### src/rtl/ads1115_i2c_target_pkg.sv
// Shared constants for the ADS1115 I2C target model:
// register pointers, bus addresses and FSM encoding.
package ads1115_i2c_target_pkg;

   localparam logic [1:0] PTR_CONVERSION = 2'd0;
   localparam logic [1:0] PTR_CONFIG     = 2'd1;
   localparam logic [1:0] PTR_LO_THRESH  = 2'd2;
   localparam logic [1:0] PTR_HI_THRESH  = 2'd3;

   localparam logic [6:0] ADDR_GND = 7'b1001000;
   localparam logic [6:0] ADDR_VDD = 7'b1001001;
   localparam logic [6:0] ADDR_SDA = 7'b1001010;
   localparam logic [6:0] ADDR_SCL = 7'b1001011;

   localparam logic [3:0] S_IDLE       = 4'd0;
   localparam logic [3:0] S_ADDR       = 4'd1;
   localparam logic [3:0] S_ADDR_ACK   = 4'd2;
   localparam logic [3:0] S_PTR        = 4'd3;
   localparam logic [3:0] S_PTR_ACK    = 4'd4;
   localparam logic [3:0] S_WR_MSB     = 4'd5;
   localparam logic [3:0] S_WR_MSB_ACK = 4'd6;
   localparam logic [3:0] S_WR_LSB     = 4'd7;
   localparam logic [3:0] S_WR_LSB_ACK = 4'd8;
   localparam logic [3:0] S_RD_BYTE    = 4'd9;
   localparam logic [3:0] S_RD_ACK     = 4'd10;
   localparam logic [3:0] S_WAIT_STOP  = 4'd11;

endpackage

### src/rtl/ads1115_i2c_target_bus_sync.sv
// SCL/SDA synchronizers and edge detection; the bus idles high,
// so every flop resets to 1 to avoid a spurious event at reset exit.
module i2c_bus_sync (
   input  logic clk_in,
   input  logic n_rst,
   input  logic scl_in,
   input  logic sda_in,
   output logic scl_rise,
   output logic scl_fall,
   output logic start_det,
   output logic stop_det,
   output logic sda_s
);

   logic [1:0] scl_q;
   logic [1:0] sda_q;
   logic       scl_d;
   logic       sda_d;
   logic       scl_s;

   always_ff @(posedge clk_in or negedge n_rst) begin
      if (!n_rst) begin
         scl_q <= 2'b11;
         sda_q <= 2'b11;
         scl_d <= 1'b1;
         sda_d <= 1'b1;
      end else begin
         scl_q <= {scl_q[0], scl_in};
         sda_q <= {sda_q[0], sda_in};
         scl_d <= scl_q[1];
         sda_d <= sda_q[1];
      end
   end

   assign scl_s     = scl_q[1];
   assign sda_s     = sda_q[1];
   assign scl_rise  = scl_s & ~scl_d;
   assign scl_fall  = ~scl_s & scl_d;
   assign start_det = scl_s & scl_d & sda_d & ~sda_s;
   assign stop_det  = scl_s & scl_d & ~sda_d & sda_s;

endmodule

### src/rtl/ads1115_i2c_target.sv
// ADS1115 register-map I2C target: pointer, config, thresholds
// and a fabric-loaded conversion register behind a read shadow.
module ads1115_i2c_target
   import ads1115_i2c_target_pkg::*;
#(
   parameter logic [6:0]  TARGET_ADDR = ADDR_GND,
   parameter logic [15:0] CONFIG_RST  = 16'h8583,
   parameter logic [15:0] LO_RST      = 16'h8000,
   parameter logic [15:0] HI_RST      = 16'h7FFF
) (
   input  logic        clk_in,
   input  logic        n_rst,
   input  logic        scl_in,
   input  logic        sda_in,
   output logic        sda_oe,
   input  logic [15:0] conv_data_in,
   input  logic        conv_valid_in,
   output logic [15:0] config_out,
   output logic [15:0] lo_thresh_out,
   output logic [15:0] hi_thresh_out,
   output logic        reg_wr_pulse,
   output logic        busy
);

   logic        scl_rise, scl_fall, start_det, stop_det, sda_s;
   logic [3:0]  state;
   logic [3:0]  bit_cnt;
   logic [7:0]  shift, tx, msb_buf, next_byte;
   logic [1:0]  ptr;
   logic        rw, nack, rd_lsb;
   logic [15:0] shadow, conv_reg, sel_reg;

   i2c_bus_sync u_sync (
      .clk_in    (clk_in),
      .n_rst     (n_rst),
      .scl_in    (scl_in),
      .sda_in    (sda_in),
      .scl_rise  (scl_rise),
      .scl_fall  (scl_fall),
      .start_det (start_det),
      .stop_det  (stop_det),
      .sda_s     (sda_s)
   );

   always_comb begin
      sel_reg = conv_reg;
      unique case (ptr)
         PTR_CONVERSION: sel_reg = conv_reg;
         PTR_CONFIG:     sel_reg = config_out;
         PTR_LO_THRESH:  sel_reg = lo_thresh_out;
         PTR_HI_THRESH:  sel_reg = hi_thresh_out;
      endcase
   end

   assign next_byte = rd_lsb ? shadow[7:0] : shadow[15:8];

   always_ff @(posedge clk_in or negedge n_rst) begin
      if (!n_rst) conv_reg <= 16'h0000;
      else if (conv_valid_in) conv_reg <= conv_data_in;
   end

   always_ff @(posedge clk_in or negedge n_rst) begin
      if (!n_rst) begin
         state         <= S_IDLE;
         bit_cnt       <= 4'd0;
         shift         <= 8'h00;
         tx            <= 8'h00;
         msb_buf       <= 8'h00;
         ptr           <= PTR_CONVERSION;
         rw            <= 1'b0;
         nack          <= 1'b0;
         rd_lsb        <= 1'b0;
         shadow        <= 16'h0000;
         sda_oe        <= 1'b0;
         busy          <= 1'b0;
         reg_wr_pulse  <= 1'b0;
         config_out    <= CONFIG_RST;
         lo_thresh_out <= LO_RST;
         hi_thresh_out <= HI_RST;
      end else begin
         reg_wr_pulse <= 1'b0;
         if (start_det) begin
            state   <= S_ADDR;
            bit_cnt <= 4'd0;
            sda_oe  <= 1'b0;
         end else if (stop_det) begin
            state  <= S_IDLE;
            sda_oe <= 1'b0;
            busy   <= 1'b0;
         end else if (scl_rise) begin
            if (state inside {S_ADDR, S_PTR, S_WR_MSB, S_WR_LSB, S_RD_BYTE}) begin
               shift   <= {shift[6:0], sda_s};
               bit_cnt <= bit_cnt + 4'd1;
            end
            if (state == S_RD_ACK) nack <= sda_s;
         end else if (scl_fall) begin
            case (state)
               S_ADDR: if (bit_cnt == 4'd8) begin
                  bit_cnt <= 4'd0;
                  if (shift[7:1] == TARGET_ADDR) begin
                     state  <= S_ADDR_ACK;
                     rw     <= shift[0];
                     sda_oe <= 1'b1;
                     busy   <= 1'b1;
                  end else begin
                     state <= S_WAIT_STOP;
                     busy  <= 1'b0;
                  end
               end
               S_ADDR_ACK: if (rw) begin
                  // Snapshot keeps MSB and LSB from one sample
                  state  <= S_RD_BYTE;
                  shadow <= sel_reg;
                  rd_lsb <= 1'b1;
                  sda_oe <= ~sel_reg[15];
                  tx     <= {sel_reg[14:8], 1'b0};
               end else begin
                  state  <= S_PTR;
                  sda_oe <= 1'b0;
               end
               S_PTR: if (bit_cnt == 4'd8) begin
                  bit_cnt <= 4'd0;
                  ptr     <= shift[1:0];
                  state   <= S_PTR_ACK;
                  sda_oe  <= 1'b1;
               end
               S_PTR_ACK: begin
                  state  <= S_WR_MSB;
                  sda_oe <= 1'b0;
               end
               S_WR_MSB: if (bit_cnt == 4'd8) begin
                  bit_cnt <= 4'd0;
                  msb_buf <= shift;
                  state   <= S_WR_MSB_ACK;
                  sda_oe  <= 1'b1;
               end
               S_WR_MSB_ACK: begin
                  state  <= S_WR_LSB;
                  sda_oe <= 1'b0;
               end
               S_WR_LSB: if (bit_cnt == 4'd8) begin
                  bit_cnt <= 4'd0;
                  state   <= S_WR_LSB_ACK;
                  sda_oe  <= 1'b1;
               end
               S_WR_LSB_ACK: begin
                  state        <= S_PTR;
                  sda_oe       <= 1'b0;
                  reg_wr_pulse <= (ptr != PTR_CONVERSION);
                  unique case (ptr)
                     PTR_CONVERSION: ;
                     PTR_CONFIG:     config_out    <= {msb_buf, shift};
                     PTR_LO_THRESH:  lo_thresh_out <= {msb_buf, shift};
                     PTR_HI_THRESH:  hi_thresh_out <= {msb_buf, shift};
                  endcase
               end
               S_RD_BYTE: if (bit_cnt == 4'd8) begin
                  bit_cnt <= 4'd0;
                  state   <= S_RD_ACK;
                  sda_oe  <= 1'b0;
               end else begin
                  sda_oe <= ~tx[7];
                  tx     <= {tx[6:0], 1'b0};
               end
               S_RD_ACK: if (nack) begin
                  state  <= S_WAIT_STOP;
                  sda_oe <= 1'b0;
                  busy   <= 1'b0;
               end else begin
                  state  <= S_RD_BYTE;
                  rd_lsb <= ~rd_lsb;
                  sda_oe <= ~next_byte[7];
                  tx     <= {next_byte[6:0], 1'b0};
               end
               default: ;
            endcase
         end
      end
   end

endmodule

### config.mk
export PLATFORM = sky130hd
export DESIGN_NAME = ads1115_i2c_target
export DESIGN_NICKNAME = d
export VERILOG_FILES = /design/src/rtl/ads1115_i2c_target_pkg.sv /design/src/rtl/ads1115_i2c_target_bus_sync.sv /design/src/rtl/ads1115_i2c_target.sv
export SDC_FILE = /design/constraint.sdc
export NUM_CORES = 1
export LEC_CHECK = 0
export CORE_UTILIZATION = 33
export DETAILED_ROUTE_END_ITERATION = 8
export PLACE_DENSITY_LB_ADDON = 0.15
export SLEW_MARGIN = 15
export SYNTH_ARGS = -nofsm -noshare
export SYNTH_HDL_FRONTEND = slang
export SYNTH_HIERARCHICAL = 1
export SYNTH_SLANG_ARGS = --single-unit
export TNS_END_PERCENT = 10
### constraint.sdc
create_clock -name clk_in -period 3 [get_ports clk_in]
set_input_delay 0.6 -clock clk_in [delete_from_list [all_inputs] [get_ports clk_in]]
set_output_delay 0.6 -clock clk_in [all_outputs]
set_load 0.05 [all_outputs]
# [Yosys cells after proc, flatten, opt, wreduce, memory -nomap -nowiden]
# Cells that the tools add are included.
[classes] add_sub_neg=1 n_eq_ne=31 muxes=52 n_bitwise=18 n_reduce_logical=31
[op_table] cell="$mux W4" count=18
[op_table] cell="$pmux W16 S4" count=1
[op_table] cell="$reduce_and A6 Y1" count=8
[op_table] cell="$pmux W4 S10" count=1
[op_table] cell="$mux W8" count=4
[op_table] cell="$ne A4 B3 Y1 const B" count=6
[op_table] cell="$pmux W8 S3" count=1
[op_table] cell="$mux W1" count=23
[op_table] cell="$reduce_bool A3 Y1" count=6
[op_table] cell="$eq A4 B3 Y1 const B" count=4
[op_table] cell="$eq A4 B4 Y1 const B" count=4
[op_table] cell="$reduce_and A8 Y1" count=2
[op_table] cell="$reduce_and A7 Y1" count=2
[op_table] cell="$reduce_bool A12 Y1" count=1
[op_table] cell="$not A1 Y1" count=11
[op_table] cell="$eq A4 B2 Y1 const B" count=2
[op_table] cell="$ne A2 B2 Y1 const B" count=4
[op_table] cell="$reduce_and A4 Y1" count=2
[op_table] cell="$reduce_bool A8 Y1" count=1
[op_table] cell="$and A1 B1 Y1" count=7
[op_table] cell="$eq A7 B7 Y1 const B" count=1
[op_table] cell="$ne A3 B1 Y1 const B" count=2
[op_table] cell="$pmux W1 S6" count=1
[op_table] cell="$reduce_bool A2 Y1" count=3
[op_table] cell="other kinds (15)" count=18
[totals] ff_bits=126 in_bits=21 out_inout_bits=51 wordCells=154

# [Longest topological paths before layout]
# Gate-level depths: netlist of the first run.
[logic_depth] ltp_word=9 mapped_depth=8 depth_no_buf=6

# [Modules after synthesis]
# The synthesis of the first run kept the hierarchy.
[modules_own_cells] module="ads1115_i2c_target" instances=1 cells_per_inst=406 area_per_inst_um2=5803.1 seq_area_each_um2=3005.4
[modules_own_cells] module="i2c_bus_sync" instances=1 cells_per_inst=10 area_per_inst_um2=190.2 seq_area_each_um2=157.7

# [Worst setup path after synthesis of the first run]
# No wires, ideal clock.
[synth_timing] path_type="register to register" from="reg u_sync.sda_q[1]" to="reg config_out[11]" t_arrival_ns=2.601 t_required_ns=2.875 slack_ns=0.274 stages_incl_launch_ff=9 n_path_buf=3 period_less_slack_ns=2.726 cell_sequence="dfstp_2 > and4b_1 > buf_6 > or4b_4 > buf_6 > nor4_4 > nand3b_4 > buf_6 > mux2_4"
[synth_via] elab_chain_cells=4 elab_cells_between_ends=6 classes_between="5 x bitwise; 1 x reduce/logical"
[synth_lines] element="start: declaration" line="ads1115_i2c_target_bus_sync.sv:16" source="logic [1:0] sda_q;"
[synth_lines] element="start signal: assignment" line="ads1115_i2c_target_bus_sync.sv:29" source="sda_q <= {sda_q[0], sda_in};"
[synth_lines] element="$not A1 Y1" line="ads1115_i2c_target_bus_sync.sv:39" source="assign start_det = scl_s & scl_d & sda_d & ~sda_s;"
[synth_lines] element="$and A1 B1 Y1" line="ads1115_i2c_target_bus_sync.sv:39"
[synth_lines] element="net start_det" line="ads1115_i2c_target.sv:25" source="logic scl_rise, scl_fall, start_det, stop_det, sda_s;"
[synth_lines] element="$not A1 Y1 (no source line)"
[synth_lines] element="$reduce_and A6 Y1 (no source line)"
[synth_lines] element="end signal: assignment" line="ads1115_i2c_target.sv:152" source="PTR_CONFIG: config_out <= {msb_buf, shift};"
[synth_lines] element="end: declaration" line="ads1115_i2c_target.sv:18" source="output logic [15:0] config_out,"
# The timed path passes the listed nets, and every way through them passes these cells.
# A chain may end at the register's enable or synchronous reset.

# [Worst setup path after layout of the first run]
[layout_timing] from="reg u_sync.sda_q[1]" to="reg lo_thresh_out[11]"
[layout_via] elab_chain_cells=4 elab_cells_between_ends=6 classes_between="5 x bitwise; 1 x reduce/logical"
[layout_lines] element="$not A1 Y1" line="ads1115_i2c_target_bus_sync.sv:39"
[layout_lines] element="$and A1 B1 Y1" line="ads1115_i2c_target_bus_sync.sv:39"
[layout_lines] element="net start_det" line="ads1115_i2c_target.sv:25"
[layout_lines] element="$not A1 Y1 (no source line)"
[layout_lines] element="$reduce_and A6 Y1 (no source line)"
[layout_lines] element="end signal: assignment" line="ads1115_i2c_target.sv:153" source="PTR_LO_THRESH: lo_thresh_out <= {msb_buf, shift};"
[layout_lines] element="end: declaration" line="ads1115_i2c_target.sv:19" source="output logic [15:0] lo_thresh_out,"
# The timed path passes the listed nets, and every way through them passes these cells.

==> results.md, run 1 <==
- The total count of hold-check failures in the final report is 0.
- The finished cells cover 0.00757 mm^2.
- The setup TNS is 0 ns.
- After clock tree synthesis, the repair step resized 0 gates.
- After detailed routing, the number of vias per cell comes to 5.30.
- The clock passes through at most 2 buffers.
- In this run the biggest area consumer among cell types represents 40.5% of the synthesized area.
- In this run the tightest slew margin relative to its limit is 48.8%.
- The count of nets left with antenna violations once routing finished came out at 0.
- Power comes to 0.00494 W.
- In this run the standard cell core region covers 0.0175 mm^2.
- Timing would allow up to 0.356 GHz.
- The library cell occupying the most area in the post-synthesis netlist is sky130_fd_sc_hd__dfrtp_1.
- The Yosys step of the flow raised 6 warnings.
- The total I/O pin count is 72.
- After technology mapping, the gate count stands at 416.
- The first routing iteration left 190 violations.
- The number of setup buffers added after CTS is 0.
- The tool flagged a number of max-cap violations equal to 0.
- The flip-flop cell with the highest count after synthesis is sky130_fd_sc_hd__dfrtp_1.
- Counting every sink on the clock net gives 125.
- The path class of the tightest hold or removal check is input pin to async pin.
- The floorplan step set the die width to 137 um.
- The minimum clock period is 2.81 ns.
- The share of post-route cells with drive strength above 1 is 40.7%.
- The data required time of the worst path is 3.29 ns.
- The sequential share of the synthesized area is 52.8%.
- After detailed routing, the number of remaining DRC violations is 0.
- The number of hold buffers added after CTS is 0.
- The die covers 0.0187 mm^2.
- The run finished with clean final reports.
- The clock root buffer is sky130_fd_sc_hd__clkbuf_16.
- The worst hold-check slack is 0.240 ns.
- The final max-slew violation count came to 0.
- Summed over all layers, the global routing overflow is 0.
- For this run, the detailed router's first-pass iteration total came to 4.
- The kind of critical path is flip-flop to flip-flop.
- The pre-CTS setup slack is 0.173 ns.
- Summing all placed instances gives a cell area of 0.00697 mm^2.
- Yosys attributes the largest share of cell area to sky130_fd_sc_hd__dfrtp_1 (41%), sky130_fd_sc_hd__mux2_2 (15%), sky130_fd_sc_hd__dfstp_2 (12%).
- The clock arrives with 0.00908 ns of skew.
- By instance count, the leading cell after synthesis is sky130_fd_sc_hd__dfrtp_1.
- In this run the static leakage power is 3.36 nW.
- The worst setup path is launched from a flip-flop.
- The slack of the critical path is 0.188 ns.
- The total CTS buffers is 17.
- The peak ir drop on the vdd network is 0.423 mV.
- The worst register-to-register path has a depth of 5.
- CTS built an H-tree with a depth of 4.
- The count of buffers inserted at the top-level ports is 71.
- The number of global-route vias before repair is 3939.
- After legalization and detailed placement, the total HPWL measured 10300 um.
- The final cycle utilization of the critical path is 93.7%.
- The total inserted antenna cells is 0.
- Global routing consumed, over all layers together, 18.0% of the routing resources.
- The worst register-to-register path ends at lo_thresh_out[11].
- For this run, asynchronously set or reset flops after synthesis account for 100%.
- The measured slew at the worst slew-check pin is 0.767 ns.
- The die is 137 um tall.
- The number of inserted filler cells in the final layout is 1611.
- Entering global routing, the biggest net connects 53 pins.
- The number of flops mapped to enable cells by yosys is 0.
- At the worst endpoint, the arrival time is 3.11 ns.
- The most critical setup path has its startpoint at u_sync/sda_q[1].
- TritonCTS built the clock tree.
- The element type at the critical path end is a flip-flop.
- The worst setup slack for register-to-register paths is 0.19 ns.
- For the worst-skew pair, the clock arrives at the later sink with an insertion delay of 0.41 ns.
- Setup repair after global routing left no endpoint under its margin.
- The floorplan row count is 48.
- Routability-driven placement finished with a final weighted congestion of 0.853.
- When the netlist entered floorplanning its net count stood at 439.
- Once the floorplan was initialized, standard cells occupied 34.2% of the core.
- From synthesis to final layout, the design area changed by 26.3%.
- Power spread over the standard cell area amounts to 653 mW/mm^2.
- Of all nets on the critical path, the largest fanout is 16.
- The total number of nets in the final design is 517.
- The initial antenna violation count is 0.
- The synthesized area per cell is 14.4 um^2.
- After synthesis, the most frequently instantiated cells are sky130_fd_sc_hd__dfrtp_1 (97), sky130_fd_sc_hd__mux2_2 (79), sky130_fd_sc_hd__mux2_4 (30).
- After detailed routing, the average wire length per cell comes to 20.9 um.
- The overall routed net length is 15300 um.
- The routed layout has 3873 vias.
- The number of different library cells used by synthesis comes to 54.
- The cell area that synthesis handed to floorplanning was 0.00599 mm^2.
- The flop and latch count out of synthesis is 125.
- The number of setup violations in the final report is 0.
- The launch point of the worst reg-to-reg path is u_sync/sda_q[1].
- The first global-routing pass estimated 24500 um of wire.
- After clock tree synthesis, the clock-pin slew on the worst setup and hold paths is 0.06 ns.
- The last element of the critical path is lo_thresh_out[11].
## cell usage in the layout (no fill, tap or decap), types with 4 or more instances in the layout
master                             n
sky130_fd_sc_hd__nand2_1          14
sky130_fd_sc_hd__clkbuf_8          5
sky130_fd_sc_hd__nand3_1           6
sky130_fd_sc_hd__mux2i_1           7
sky130_fd_sc_hd__clkdlybuf4s50_1  70
sky130_fd_sc_hd__mux4_2           16
sky130_fd_sc_hd__clkbuf_16        17
sky130_fd_sc_hd__nand2b_1          5
sky130_fd_sc_hd__o21ai_0           6
sky130_fd_sc_hd__nor2b_1           9
sky130_fd_sc_hd__dfstp_2          28
sky130_fd_sc_hd__mux2_2           79
sky130_fd_sc_hd__or2_2             4
sky130_fd_sc_hd__a221o_1           6
sky130_fd_sc_hd__a21oi_1           7
sky130_fd_sc_hd__nor4bb_1          4
sky130_fd_sc_hd__inv_1             7
sky130_fd_sc_hd__dfrtp_1          97
sky130_fd_sc_hd__buf_4            11
sky130_fd_sc_hd__nor2_1           11
sky130_fd_sc_hd__mux2_4           30
## metal layers
layer	up-vias	routed length, um	GRT usage (%)
met5	-	0	0
met4	0	197	6.60
met3	13	654	3.30
met2	99	7090	27.0
met1	2027	7310	25.6
li1	1734	-	-
## per-stage QoR
| stage | cells | util [%] |
|---|---|---|
| finish | 731 | 43.2 |
| global route | 731 | 43.2 |
| global placement | 700 | 39.7 |
| detailed placement | 700 | 39.7 |
| floorplan | 416 | - |
| CTS | 731 | 43.2 |
## worst max-delay path, cell delays in order, from the launching register on
cell and delay, ns:
sky130_fd_sc_hd__dfstp_2 0.56, sky130_fd_sc_hd__and4b_1 0.22, sky130_fd_sc_hd__or4b_4 0.60, sky130_fd_sc_hd__nor4_4 0.48, sky130_fd_sc_hd__nand3b_4 0.41, sky130_fd_sc_hd__mux2_4 0.42
## cell type report
cell class | instances | area (um^2) | area share [%]
Sequential cell | 125 | 3160 | 41.8
Timing Repair Buffer | 83 | 823 | 10.9
Multi-Input combinational cell | 260 | 2680 | 35.3
Clock inverter | 9 | 108 | 1.42
Inverter | 7 | 26.3 | 0.347
Clock buffer | 22 | 494 | 6.53
Tap cell | 225 | 282 | 3.72
## report_power, final
group | internal, W | switching, W
registers | 0.00184 | 0.000301
clock network | 0.00133 | 0.000742
logic | 0.000363 | 0.000367
## worst min path at each step
stage | slack (ns) | cells after the start | to | start
floorplan | 0.30 | 0 | bit_cnt[0] | n_rst
global placement | 0.35 | 0 | u_sync/scl_q[1] | u_sync/scl_q[0]
detailed placement | 0.35 | 0 | u_sync/scl_q[1] | u_sync/scl_q[0]
CTS | 0.26 | 1 | conv_reg[5] | n_rst
global route | 0.28 | 1 | conv_reg[5] | n_rst
finish | 0.24 | 1 | conv_reg[5] | n_rst
## cells by family after synthesis
| kind of cell | synth area share (%) |
|---|---|
| DFF | 52.8 |
| muxes | 29.5 |
| AOI/OAI and AO/OA | 6.08 |
| buffers and inverters | 2.59 |
| adders and majority gates | 0.417 |
| and+or+nand+nor | 8.60 |
(Power assumes the default switching activity.)
==> run 2, diff against run 1 <==
--- a/config.mk
+++ b/config.mk
@@ -5,9 +5,12 @@
 export SDC_FILE = /design/constraint.sdc
 export NUM_CORES = 1
 export LEC_CHECK = 0
+export CAP_MARGIN = 20
 export CORE_UTILIZATION = 33
+export CTS_BUF_LIST = sky130_fd_sc_hd__clkbuf_4 sky130_fd_sc_hd__clkbuf_8
 export DETAILED_ROUTE_END_ITERATION = 8
 export PLACE_DENSITY_LB_ADDON = 0.15
+export SKIP_LAST_GASP = 1
 export SLEW_MARGIN = 15
 export SYNTH_ARGS = -nofsm -noshare
 export SYNTH_HDL_FRONTEND = slang
==> run 2 against run 1 <==
- sequential power is essentially flat
- cell count stayed put
- via count rose by 0.13%
- cell area fell by 2.5%
- highest routed layer unchanged
- critical path type unchanged
- largest cell class unchanged
- combinational power barely moved
- first-iteration DRC count is 1.6% lower
==> results.md, run 2 (synthesis results as in run 1) <==
- The initial standard-cell utilization of the core is 34.2% (unchanged).
- The setup TNS is 0 ns (unchanged).
- The starting DRC count in detailed routing is 187 (-1.6%).
- The share of post-route cells with drive strength above 1 is 40.7% (unchanged).
- The largest net degree at the start of global routing was 53 (unchanged).
- In the layout the commonest cells are sky130_fd_sc_hd__dfrtp_1 (97), sky130_fd_sc_hd__mux2_2 (79), sky130_fd_sc_hd__clkdlybuf4s50_1 (70), sky130_fd_sc_hd__mux2_4 (30), sky130_fd_sc_hd__dfstp_2 (28).
- The number of global-route vias before repair came to 3942 (+0.076%).
- The count of nets left with antenna violations after detail routing is 0 (unchanged).
- The data arrival time at the worst-slack endpoint is 3.13 ns (+0.02 ns).
- STA classifies the critical path endpoint as a flip-flop.
- The largest fanout on the critical path is 16 (unchanged).
- The final weighted congestion in routability-driven placement is 0.853 (unchanged).
- The most critical setup path has its endpoint at lo_thresh_out[11].
- In this run the worst hold path is classified as input pin to async pin.
- The register clock-pin slew on the reported worst setup and hold paths is 0.07 ns (about the same).
- The peak ir drop on the vdd network is 0.274 mV (-35%).
- The number of optimization iterations in the first detailed-route pass is 4 (unchanged).
- The clock tree buffer depth came to 2 (unchanged).
- The first-pass GRT wire length was 24300 um (-0.54%).
- The power density over the cells is 594 mW/mm^2 (-9.0%).
- The average wire per cell in the routed design is 20.8 um (-0.27%).
- The post-route DRC violation count is 0 (unchanged).
- The count of buffers inserted at the top-level ports is 71 (unchanged).
- The cell count after placement is 700 (unchanged).
- The number of setup buffers added after CTS is 0 (unchanged).
- The worst setup slack for register-to-register paths was 0.19 ns (about the same).
- The global routing usage summed across all routing layers is 17.9% (-0.051 points).
- The via density per instance came to 5.31 (+0.13%).
- The total number of nets in the final design is 517 (unchanged).
- The clock insertion delay at the later pin of the skew report is 0.44 ns (+0.03 ns).
- The overall die area is 0.0187 mm^2 (unchanged).
- The worst register-to-register path begins at u_sync/sda_q[1].
- Tracing the worst setup path back leads to its startpoint at u_sync/sda_q[1].
- The count of cells resized by post-cts repair was 0 (unchanged).
- The total I/O pin count is 72 (unchanged).
- TritonCTS built the clock tree.
- The worst reg2reg path depth was 5 (unchanged).
- The non-filler instance count after layout is 731 (unchanged).
- The core box area is 0.0175 mm^2 (unchanged).
- The final max-slew violation count was 0 (unchanged).
- Setup repair after global routing left no endpoint under its margin.
- The number of H-tree levels came to 4 (unchanged).
- The post-DP HPWL is 10300 um (unchanged).
- The flow ran to the end, and the final reports show no timing, DRC or antenna violations.
- The die outline height is 137 um (unchanged).
- The kind of critical path is flip-flop to flip-flop.
- The slowest library cell on the worst path is sky130_fd_sc_hd__or4b_4.
- The total inserted antenna cells is 0 (unchanged).
- The overflow left after global routing came to 0 (unchanged).
- The data required time of the worst path is 3.32 ns (+0.03 ns).
- The peak clock frequency supported by timing was 0.356 GHz (about the same).
- In this run the clock root is driven by a sky130_fd_sc_hd__clkbuf_8.
- The total CTS buffers is 17 (unchanged).
- Leaving out fill and tap cells, the most frequent cell in the layout is sky130_fd_sc_hd__dfrtp_1.
- Compared with the post-synthesis result, the final layout area differs by 23.1%.
- Traced cell by cell, the critical path runs through and4b_1 > or4b_4 > nor4_4 > nand3b_4 > mux2_4.
- The initial antenna violation count is 0 (unchanged).
- The final cycle utilization of the critical path is 93.7% (about the same).
- The number of setup violations in the final report is 0 (unchanged).
- The post-placement cell area is 0.00697 mm^2 (unchanged).
- The vias after detailed routing is 3878 (+0.13%).
- The delay of the slowest critical-path stage came to 0.60 ns (about the same).
- The worst slew slack as a fraction of its limit came to 51.2% (+2.4 points).
- The overall power of the completed layout is 0.00438 W (-11%).
- The startpoint class of the critical path is a flip-flop.
- The die width is 137 um (unchanged).
- The measured slew at the worst slew-check pin is 0.732 ns (-0.0350 ns).
- The overall routed net length is 15200 um (-0.27%).
- The number of clock sinks came to 125 (unchanged).
- The final standard cell area without fillers is 0.00738 mm^2 (-2.5%).
- The max-capacitance violation count was 0 (unchanged).
- The minimum clock period is 2.81 ns (+0.000193 ns).
- The total count of hold-check failures in the final report is 0 (unchanged).
- The endpoint identified for the worst register-to-register timing path is lo_thresh_out[11].
- The static power due to leakage came to 3.27 nW (-2.6%).
- The floorplan row count is 48 (unchanged).
- The worst clock skew is 0.00828 ns (-0.000795 ns).
- The number of hold buffers added after CTS came to 0 (unchanged).
[run 2: changes by cell type in the layout (fill, tap and decap cells not counted)]
cell,change
sky130_fd_sc_hd__clkbuf_8,+17
sky130_fd_sc_hd__clkbuf_16,-17
[run 2: final cells by class]
class	instances	area [um^2]
clock buffers	22	303
clock inverters	9	108
fillers	1636	10200
inverters	7	26.3
multi-input cells	260	2680
flip-flops and latches	125	3160
well taps	225	282
repair buffers	83	823
[run 2: per-layer routing]
metal	share of wire, %	global-route usage (%)
met1	48	25.4
met2	47	26.9
met3	3.4	3.63
met4	1.3	6.73
met5	0	0
[run 2: report_power, final]
part           internal [W]  switching [W]  total, W
Sequential          0.00184       0.000300   0.00214
Combinational      0.000363       0.000370  0.000733
Clock              0.000846       0.000666   0.00151
[run 2: worst max-delay path: cells and delay by family, from the launching register on]
| kind | cells | cell delay (ns) |
|---|---|---|
| muxes | 1 | 0.42 |
| DFF | 1 | 0.57 |
| and+or+nand+nor | 4 | 1.71 |
[run 2: worst min path at each step]
stage / start / slack [ns] / end / cells past startpoint
global route: n_rst / 0.22 / conv_reg[5] / 1
finish: n_rst / 0.22 / conv_reg[5] / 1
global placement: u_sync/scl_q[0] / 0.35 / u_sync/scl_q[1] / 0
CTS: n_rst / 0.22 / conv_reg[5] / 1
floorplan: n_rst / 0.30 / bit_cnt[0] / 0
detailed placement: u_sync/scl_q[0] / 0.35 / u_sync/scl_q[1] / 0
[run 2: per-stage QoR]
step / util, % / hold slack [ns] / setup WS, ns
6_report: 42.1 / 0.218 / 0.188
5_1_grt: 42.1 / 0.221 / 0.0459
4_1_cts: 42.1 / 0.217 / 0.161
3_5_place_dp: 39.7 / 0.348 / 0.173
3_3_place_gp: 39.7 / 0.347 / 0.220
2_1_floorplan: - / 0.304 / 0.274
==> run 3, diff against run 2 <==
==> constraint.sdc (replaced) <==
create_clock -name clk_in -period 2.93 [get_ports clk_in]
set_input_delay 0.586 -clock clk_in [delete_from_list [all_inputs] [get_ports clk_in]]
set_output_delay 0.586 -clock clk_in [all_outputs]
set_load 0.05 [all_outputs]
==> run 3 against run 2 <==
- power rose by 5.2%
- largest cell class unchanged
- via count fell by 1.9%
- clock power rose by 12%
- global-route usage fell by 0.66 points
- routed wire length fell by 3.2%
- clock skew rose by 0.0014 ns
- first-iteration DRC count fell by 11%
- cell area rose by 0.56%
- sequential cell count did not move
- cell count did not move
- non-clock buffer count fell by 1
- critical path depth did not move
==> results.md, run 3 (synthesis results as in run 1) <==
- The flow ran to the end, and the final reports show no timing, DRC or antenna violations.
- The power density over the cells is 622 mW/mm^2 (+4.6%).
- The fraction of power consumed by combinational cells is 16.1% (-0.6 points).
- The part of the total power dissipated in sequential elements is 47.2% (-1.6 points).
- The number of hold buffers added after CTS was 0 (unchanged).
- The final weighted congestion in routability-driven placement is 0.858 (+0.54%).
- The count of cells resized by post-cts repair is 0 (unchanged).
- The power spent charging and discharging nets came to 0.00132 W (-1.3%).
- The storage element area was 0.00316 mm^2 (unchanged).
- The number of inserted filler cells in the final layout is 1614 (-1.3%).
- The via density per instance was 5.20 (-1.9%).
- The layout-stage area growth over the synthesis result is 23.8%.
- The die width came to 137 um (unchanged).
- The non-filler instance count after layout is 731 (unchanged).
- The number of H-tree levels is 4 (unchanged).
- The worst clock skew is 0.00969 ns (+0.00141 ns).
- The count of buffers inserted at the top-level ports was 71 (unchanged).
- The number of optimization iterations in the first detailed-route pass is 4 (unchanged).
- The data required time of the worst path came to 3.26 ns (-0.06 ns).
- The initial antenna violation count is 0 (unchanged).
- The total count of hold-check failures in the final report is 0 (unchanged).
- The overall die area is 0.0187 mm^2 (unchanged).
- By startpoint and endpoint, the worst setup path is classified as flip-flop to flip-flop.
- The highest metal layer with signal wires is met4.
- The overall routed net length is 14700 um (-3.2%).
- The core box area came to 0.0175 mm^2 (unchanged).
- The floorplan row count is 48 (unchanged).
- The post-DP HPWL came to 10100 um (-2.2%).
- The average wire per cell in the routed design is 20.1 um (-3.2%).
- The overflow left after global routing was 0 (unchanged).
- The register clock-pin slew on the reported worst setup and hold paths was 0.07 ns (about the same).
- The vias after detailed routing is 3804 (-1.9%).
- The count of nets left with antenna violations after detail routing is 0 (unchanged).
- The clock tree buffer depth came to 2 (unchanged).
- The number of setup violations in the final report is 0 (unchanged).
- The total number of nets in the final design is 516 (-0.19%).
- The peak clock frequency supported by timing was 0.355 GHz (-0.13%).
- The largest fanout on the critical path was 16 (unchanged).
- The overall power of the completed layout was 0.00461 W (+5.2%).
- In this run the worst hold path is classified as input pin to async pin.
- The measured slew at the worst slew-check pin is 0.693 ns (-0.0382 ns).
- The total I/O pin count was 72 (unchanged).
- The number of setup buffers added after CTS came to 0 (unchanged).
- The static power due to leakage is 3.30 nW (+0.83%).
- The number of global-route vias before repair is 3987 (+1.1%).
- The data arrival time at the worst-slack endpoint is 3.14 ns (about the same).
- The final cycle utilization of the critical path is 96.1% (+2.4 points).
- The largest net degree at the start of global routing is 83 (+57%).
- The worst slew slack as a fraction of its limit came to 53.7% (+2.5 points).
- The tree is rooted in a sky130_fd_sc_hd__clkbuf_8.
- The die outline height is 137 um (unchanged).
- The global routing usage summed across all routing layers came to 17.2% (-0.66 points).
- The max-capacitance violation count is 0 (unchanged).
- The combined area of the multi-input logic cells is 0.00268 mm^2 (unchanged).
- The worst setup slack for register-to-register paths is 0.11 ns (-0.07 ns).
- The element type at the critical path end is a flip-flop.
- The initial standard-cell utilization of the core is 34.2% (unchanged).
- The share of post-route cells with drive strength above 1 was 40.7% (unchanged).
- The met3 layer wire length in the routed design was 597 um (+15%).
- The internal portion of total power is 0.00329 W (+8.1%).
- The routed length on met1 is 7130 um (-2.9%).
- The worst setup path is launched from a flip-flop.
- The starting DRC count in detailed routing is 166 (-11%).
- TritonCTS built the clock tree.
- The total CTS buffers is 17 (unchanged).
- The total inserted antenna cells is 0 (unchanged).
- The peak ir drop on the vdd network is 0.340 mV (+24%).
- The part of the power in the clock network is 36.7% (+2.2 points).
- In the layout the commonest cells are sky130_fd_sc_hd__dfrtp_1 (97), sky130_fd_sc_hd__mux2_2 (79), sky130_fd_sc_hd__clkdlybuf4s50_1 (70), sky130_fd_sc_hd__mux2_4 (30), sky130_fd_sc_hd__dfstp_2 (28).
- The first-pass GRT wire length is 23400 um (-3.7%).
- The clock insertion delay at the later pin of the skew report was 0.44 ns (about the same).
- The cell count after placement came to 698 (-0.29%).
- The leading cell type in the layout, fill and taps excluded is sky130_fd_sc_hd__dfrtp_1.
- The final max-slew violation count is 0 (unchanged).
- Setup repair after global routing could not meet its margin everywhere.
- The switching power share of the total is 28.6% (-1.9 points).
- The met2 layer wire length in the routed design was 6790 um (-5.1%).
- The number of clock sinks is 125 (unchanged).
- The post-route DRC violation count is 0 (unchanged).
- The minimum clock period is 2.82 ns (+0.00378 ns).
==> run 3: metal layers <==
metal | track usage (%) | up-vias
li1 | - | 1722
met1 | 24.1 | 1962
met2 | 26.2 | 104
met3 | 3.81 | 16
met4 | 6.23 | 0
met5 | 0 | -
==> run 3: final cells by class <==
| class | count | area share, % |
|---|---|---|
| Clock buffer | 28 | 4.86 |
| Timing Repair Buffer | 82 | 11.0 |
| Clock inverter | 4 | 1.33 |
| Sequential cell | 125 | 42.6 |
| Multi-Input combinational cell | 260 | 36.0 |
| Tap cell | 225 | 3.79 |
| Inverter | 7 | 0.354 |
==> run 3: through the flow <==
stage,hold slack (ns),cell area (um^2),setup TNS [ns],utilization [%],worst slack [ns]
global placement,0.347,6940,0,39.6,0.117
finish,0.158,7420,0,42.3,0.114
detailed placement,0.347,6940,0,39.6,0.107
CTS,0.164,7400,0,42.2,0.0933
floorplan,0.290,5990,0,-,0.204
global route,0.173,7420,-0.00941,42.3,-0.00941
==> run 3: power groups by stage <==
stage,clock network [W],registers [W],logic (W)
detailed placement,0,0.00221,0.000741
finish,0.00169,0.00218,0.000741
global placement,0,0.00221,0.000733
CTS,0.00175,0.00218,0.000743
global route,0.00182,0.00221,0.000807
floorplan,0,0.00205,0.000605
==> run 3: path summary, 6_finish.rpt <==
| path | start | endpoint | cells past startpoint |
|---|---|---|---|
| worst max-delay path | u_sync/sda_q[1] | hi_thresh_out[15] | 5 |
| worst min-delay path | n_rst | lo_thresh_out[5] | 2 |
| worst max register to register | u_sync/sda_q[1] | hi_thresh_out[15] | 5 |
| worst min register to register | u_sync/scl_q[0] | u_sync/scl_q[1] | 0 |
| max in group asynchronous | n_rst | state[3] | 2 |
| min in group clk_in | u_sync/scl_q[0] | u_sync/scl_q[1] | 0 |
==> run 3: critical path: stages (launching register included) <==
cell and delay, ns:
sky130_fd_sc_hd__dfstp_2 0.56, sky130_fd_sc_hd__and4b_1 0.21, sky130_fd_sc_hd__or4b_4 0.60, sky130_fd_sc_hd__nor4_4 0.49, sky130_fd_sc_hd__nand3_4 0.43, sky130_fd_sc_hd__mux2_2 0.41
